$ cat config.mk
export PLATFORM = sky130hd
export DESIGN_NAME = pipe_stage_reg
export DESIGN_NICKNAME = d
export VERILOG_FILES = /design/src/rtl/pipe_pkg.sv /design/src/rtl/pipe_slot.sv /design/src/rtl/pipe_stage_reg.sv
export SDC_FILE = /design/constraint.sdc
export NUM_CORES = 1
export LEC_CHECK = 0
export ABC_AREA = 1
export CAP_MARGIN = 20
export CORE_UTILIZATION = 35
export CTS_BUF_LIST = sky130_fd_sc_hd__clkbuf_2 sky130_fd_sc_hd__clkbuf_4 sky130_fd_sc_hd__clkbuf_8
export DETAILED_ROUTE_END_ITERATION = 10
export GPL_ROUTABILITY_DRIVEN = 0
export PLACE_DENSITY = 0.58
export SKIP_LAST_GASP = 1
export SYNTH_ARGS = -nofsm -noshare
export SYNTH_HDL_FRONTEND = slang
export SYNTH_SLANG_ARGS = --single-unit
$ cat constraint.sdc
create_clock -name CLK -period 13.4 [get_ports CLK]
set_clock_uncertainty 0.2 [all_clocks]
set_input_delay 2.68 -clock CLK [delete_from_list [all_inputs] [get_ports CLK]]
set_output_delay 2.68 -clock CLK [all_outputs]
set_load 0.005 [all_outputs]
$ cat src/rtl/pipe_pkg.sv
// +---------------------------------------------------------------------------+
// | pipe_pkg : shared types and helpers for the pipeline stage registers      |
// | Rev 1.0                                                                   |
// +---------------------------------------------------------------------------+
`default_nettype none

package pipe_pkg;

  typedef logic [1:0] pipe_occ_t;

  localparam int unsigned PIPE_MODE_REG  = 0;
  localparam int unsigned PIPE_MODE_SKID = 1;

  typedef struct packed {
    logic [31:0] pc;
    logic [31:0] instr;
  } if_id_t;

  typedef struct packed {
    logic [4:0]  rd;
    logic        wb_en;
    logic        mem_rd;
    logic        mem_wr;
    logic [31:0] alu_res;
    logic [31:0] store_data;
  } ex_mem_t;

  function automatic pipe_occ_t occ_of(input logic main_v, input logic skid_v);
    return pipe_occ_t'({1'b0, main_v}) + pipe_occ_t'({1'b0, skid_v});
  endfunction

endpackage

`default_nettype wire

$ cat src/rtl/pipe_slot.sv
// +---------------------------------------------------------------------------+
// | pipe_slot : one valid bit plus payload register with load/clear/drop       |
// | Rev 1.0                                                                   |
// +---------------------------------------------------------------------------+
`default_nettype none

module pipe_slot
  import pipe_pkg::*;
#(
  parameter int unsigned       DATA_W    = 128,
  parameter logic [DATA_W-1:0] RESET_VAL = '0
) (
  input  logic              CLK,
  input  logic              RST,
  input  logic              clr_i,
  input  logic              load_i,
  input  logic              drop_i,
  input  logic [DATA_W-1:0] data_i,
  output logic              valid_o,
  output logic [DATA_W-1:0] data_o
);

  logic              valid_q, valid_d;
  logic [DATA_W-1:0] data_q, data_d;

  // Drop only clears the valid bit; stale data is kept until the next load.
  always_comb begin
    valid_d = valid_q;
    data_d  = data_q;
    if (clr_i) begin
      valid_d = 1'b0;
      data_d  = RESET_VAL;
    end else if (load_i) begin
      valid_d = 1'b1;
      data_d  = data_i;
    end else if (drop_i) begin
      valid_d = 1'b0;
    end
  end

  always_ff @(posedge CLK or posedge RST) begin
    if (RST) begin
      valid_q <= 1'b0;
      data_q  <= RESET_VAL;
    end else begin
      valid_q <= valid_d;
      data_q  <= data_d;
    end
  end

  assign valid_o = valid_q;
  assign data_o  = data_q;

endmodule

`default_nettype wire

$ cat src/rtl/pipe_stage_reg.sv
// +---------------------------------------------------------------------------+
// | pipe_stage_reg : valid/ready pipeline register with flush, stall, skid     |
// | Rev 1.0                                                                   |
// +---------------------------------------------------------------------------+
`default_nettype none

module pipe_stage_reg
  import pipe_pkg::*;
#(
  parameter int unsigned       DATA_W    = 128,
  parameter logic [DATA_W-1:0] RESET_VAL = '0,
  parameter int unsigned       SKID      = 1,
  parameter int unsigned       CNT_W     = 16
) (
  input  logic              CLK,
  input  logic              RST,
  input  logic              in_valid,
  output logic              in_ready,
  input  logic [DATA_W-1:0] in_data,
  output logic              out_valid,
  input  logic              out_ready,
  output logic [DATA_W-1:0] out_data,
  input  logic              flush,
  input  logic              stall,
  output pipe_occ_t         occupancy,
  output logic [CNT_W-1:0]  stall_cycles
);

  localparam logic [CNT_W-1:0] CNT_MAX = '1;

  logic              main_v;
  logic              skid_v;
  logic [DATA_W-1:0] main_data;
  logic              in_fire;
  logic              out_fire;
  logic [CNT_W-1:0]  stall_cnt_q, stall_cnt_d;

  assign in_fire  = in_valid & in_ready & ~flush;
  assign out_fire = main_v & out_ready & ~stall;

  generate
    if (SKID == PIPE_MODE_SKID) begin : g_skid
      logic [DATA_W-1:0] skid_data;
      logic [DATA_W-1:0] main_din;
      logic              main_load, main_drop;
      logic              skid_load, skid_drop;

      // When the output drains, main refills from skid first to keep FIFO order.
      assign main_load = out_fire ? (skid_v | in_fire) : (in_fire & ~main_v);
      assign main_din  = (out_fire & skid_v) ? skid_data : in_data;
      assign main_drop = out_fire & ~skid_v & ~in_fire;
      assign skid_load = in_fire & (out_fire ? skid_v : main_v);
      assign skid_drop = out_fire & skid_v & ~in_fire;

      pipe_slot #(.DATA_W(DATA_W), .RESET_VAL(RESET_VAL)) u_main (
        .CLK     (CLK),
        .RST     (RST),
        .clr_i   (flush),
        .load_i  (main_load),
        .drop_i  (main_drop),
        .data_i  (main_din),
        .valid_o (main_v),
        .data_o  (main_data)
      );

      pipe_slot #(.DATA_W(DATA_W), .RESET_VAL(RESET_VAL)) u_skid (
        .CLK     (CLK),
        .RST     (RST),
        .clr_i   (flush),
        .load_i  (skid_load),
        .drop_i  (skid_drop),
        .data_i  (in_data),
        .valid_o (skid_v),
        .data_o  (skid_data)
      );

      assign in_ready = ~RST & ~skid_v;
    end else begin : g_reg
      pipe_slot #(.DATA_W(DATA_W), .RESET_VAL(RESET_VAL)) u_main (
        .CLK     (CLK),
        .RST     (RST),
        .clr_i   (flush),
        .load_i  (in_fire),
        .drop_i  (out_fire & ~in_fire),
        .data_i  (in_data),
        .valid_o (main_v),
        .data_o  (main_data)
      );

      assign skid_v   = 1'b0;
      assign in_ready = ~RST & (~main_v | out_fire);
    end
  endgenerate

  always_comb begin
    stall_cnt_d = stall_cnt_q;
    if (main_v & ~out_fire & ~flush & (stall_cnt_q != CNT_MAX)) begin
      stall_cnt_d = stall_cnt_q + 1'b1;
    end
  end

  always_ff @(posedge CLK or posedge RST) begin
    if (RST) begin
      stall_cnt_q <= '0;
    end else begin
      stall_cnt_q <= stall_cnt_d;
    end
  end

  assign out_valid    = main_v;
  assign out_data     = main_data;
  assign occupancy    = occ_of(main_v, skid_v);
  assign stall_cycles = stall_cnt_q;

endmodule

`default_nettype wire

==> results.sh <==
export IMPL_detailed_place_hpwl_mm=22.6
export IMPL_drt_iter0_drc=839
export IMPL_holdBufCountCts=0
export IMPL_synthToLayoutAreaGrowth_pct=30.2
export IMPL_required_ns=10.52
export IMPL_fin_crit_sh=0.503
export IMPL_p_per_area_nw_per_um2=115
export IMPL_design_area_sq_um=17200
export IMPL_ys_flop_type="dfrtp_1"
export IMPL_synth_edff_count=0
export IMPL_maxCapViolations=0
export IMPL_antenna_found_initial=2
export IMPL_seq_area_frac_synth=0.520
export IMPL_synth_top_area_share=0.520
export IMPL_finalHoldViolations=0
export IMPL_rsz0062_at_grt="no"
export IMPL_grt_pass1_vias=11800
export IMPL_path_max_fanout=3
export IMPL_gr_usage_met3=0.0392
export IMPL_die_area_sq_um=38500
export IMPL_ys_top_cells_by_area="dfrtp_1 (52%), nand2_1 (17%), nand3_1 (10%)"
export IMPL_drcViolationCount=0
export IMPL_insertion_delay_ns=0.60
export IMPL_cp_top_family="buffers and inverters"
export IMPL_numPortBuffers=281
export IMPL_vias=12000
export IMPL_reg2reg_from="g_skid.u_main.valid_o"
export IMPL_ant_nets=0
export IMPL_cpMostUsedCell="clkdlybuf4s50_1"
export IMPL_synth_common_cells="nand2_1 (592), dfrtp_1 (274), nand3_1 (264)"
export IMPL_syn_nets=1840
export IMPL_wl_per_cell_microns=16.3
export IMPL_vias_per_cell=4.88
export IMPL_min_period_ns=6.74
export IMPL_synth_top_area_cell="dfrtp_1"
export IMPL_drv_slew=0
export IMPL_wl_mm=40.0
export IMPL_yosysMostFrequentCell="nand2_1"
export IMPL_cp_num_cells=3
export IMPL_num_rows=70
export IMPL_vdd_drop_max_mv=0.0655
export IMPL_max_stage_delay_ns=0.54
export IMPL_hold_path_class="flop to flop"
export IMPL_use_met1=0.284
export IMPL_grt_usage=0.209
export IMPL_crit_path_end_kind="output port"
export IMPL_die_y_microns=196
export IMPL_reg2reg_to="g_skid.u_main.data_o[85]"
export IMPL_run_status="finished, final reports clean"
export IMPL_crit_chain="clkdlybuf4s50_1 > nor2_1 > clkdlybuf4s50_1"
export IMPL_rrSetupSlack_ns=9.33
export IMPL_io_pins=282
export IMPL_grt_pass1_wl_mm=64.3
export IMPL_ys_types=26
export IMPL_cts_max_level=2
export IMPL_cp_start_kind="input pin"
export IMPL_synth_cells=1704
export IMPL_clk_path_buf_depth=3
export IMPL_p_leak_nw=8.47
export IMPL_synthArstFlopShare=1.00
export IMPL_cts_made_buffers=49
export IMPL_holdWs_ns=0.304
export IMPL_cp_endpoint="in_ready"
export IMPL_die_w_microns=196
export IMPL_overflow=0
export IMPL_ys_ff_latch=274
export IMPL_synth_area_sq_um=13200
export IMPL_path_class="input pin to output port"
export IMPL_synth_avg_cell_area_sq_um=7.74
export IMPL_post_cts_buffers=0
export IMPL_root_buffer="clkbuf_8"
export IMPL_worst_pin_slew_ns=1.06
export IMPL_max_freq_ghz=0.148
export IMPL_crit_arrival_ns=3.86
export IMPL_drive_above_1_share=0.0559
export IMPL_grt_start_max_net_pins=166
export IMPL_slew_headroom=0.292
export IMPL_coreArea_sq_um=36900
export IMPL_cts_resized=0
export IMPL_cts_tree="done"
export IMPL_cp_slowest_cell="clkdlybuf4s50_1"
export IMPL_fillers=3662
export IMPL_reg2reg_depth=10
export IMPL_drt_first_pass_iters=5
export IMPL_cts_reportedPaths_clkPinSlew_ns=0.06
export IMPL_gr_max_usage_layer="met2"
export IMPL_initial_core_util=0.358
export IMPL_crit_start="RST"
export IMPL_use_met2=0.332
export IMPL_nets=2058
export IMPL_crit_buf_inv=2
export IMPL_synth_warnings=0
export IMPL_fin_tns_setup_ns=0
export IMPL_cts_sinks=274
export IMPL_place_area_sq_um=16100
export IMPL_final_setup_viol_count=0
[registers in the layout, indices dropped and copies added (netlist names)]
register	flops
g_skid.u_skid.data_o	128
stall_cycles	16
g_skid.u_main.valid_o	1
g_skid.u_skid.valid_o	1
g_skid.u_main.data_o	128
[logic make-up after synthesis]
family,after synthesis,synth area share
AO/OA/AOI/OAI,263,0.101
AND/OR/NAND/NOR,886,0.281
flip-flops,274,0.520
adder cells (fa/ha/maj),2,0.00190
XOR/XNOR,7,0.00465
buffers and inverters,272,0.0912
[per-stage QoR]
| stage | total power [mW] | std cells | setup slack, ns | utilization |
|---|---|---|---|---|
| 2_1_floorplan | 1.02 | 1704 | 2.97 | - |
| 3_3_place_gp | 1.18 | 2371 | 6.55 | 0.436 |
| 3_5_place_dp | 1.18 | 2371 | 6.51 | 0.436 |
| 4_1_cts | 2.00 | 2450 | 6.65 | 0.463 |
| 5_1_grt | 2.06 | 2456 | 6.62 | 0.466 |
| 6_report | 1.97 | 2456 | 6.66 | 0.466 |
[worst min path at each step]
stage                              startpoint                        end  cells after the start
detailed placement   g_skid.u_main.data_o[35]   g_skid.u_main.data_o[35]                      2
global route         g_skid.u_main.data_o[72]   g_skid.u_main.data_o[72]                      2
global placement     g_skid.u_main.data_o[35]   g_skid.u_main.data_o[35]                      2
finish               g_skid.u_main.data_o[49]   g_skid.u_main.data_o[49]                      2
CTS                  g_skid.u_main.data_o[35]   g_skid.u_main.data_o[35]                      2
floorplan           g_skid.u_skid.data_o[100]  g_skid.u_skid.data_o[100]                      2
[worst min-delay path: stages, from the launching register on]
cell and delay [ns]:
dfrtp_1 0.34, nand3_1 0.07, nand2_1 0.06
[area by class of cell]
type | instances | area, sq um | area share
antenna | 2 | 5.00 | 0.000292
multi-input combinational | 1158 | 5160 | 0.300
timing repair buffer | 296 | 3000 | 0.175
clock buffer | 75 | 945 | 0.0550
tap | 504 | 631 | 0.0367
sequential | 274 | 6860 | 0.399
inverter | 143 | 552 | 0.0321
clock inverter | 4 | 25.0 | 0.00146
[per-layer routing]
layer	share of wire	up-vias
met2	0.47	325
met3	0.059	52
met1	0.45	5742
li1	-	5874
met5	0	-
met4	0.021	0
[power by group]
| group | internal [mW] | switching [mW] | total (mW) |
|---|---|---|---|
| Combinational | 0.137 | 0.130 | 0.268 |
| Sequential | 0.870 | 0.0313 | 0.901 |
| Clock | 0.443 | 0.356 | 0.799 |
[cells in the final DEF (no fill, tap or decap), types with 2 or more instances in the layout]
cell             Yosys  layout
nor2_1              19      18
nand2_4              0       3
a21oi_1            129     129
clkinvlp_4           0       2
o21ai_1             10      10
nand4_1              4       4
buf_4                2      12
nand3_1            264     264
xnor2_1              6       6
clkdlybuf4s50_1      0     280
nand2_1            592     589
clkinv_2             0       2
buf_16               0       3
clkbuf_4             0      14
clkbuf_8             0      61
nand3b_1             2       2
inv_2                3       2
dfrtp_1            274     274
inv_8                0       2
diode_2              0       2
inv_1              140     139
ha_1                 2       2
o21ai_0            122     122
No activity file was read; power rests on OpenSTA's default activity.
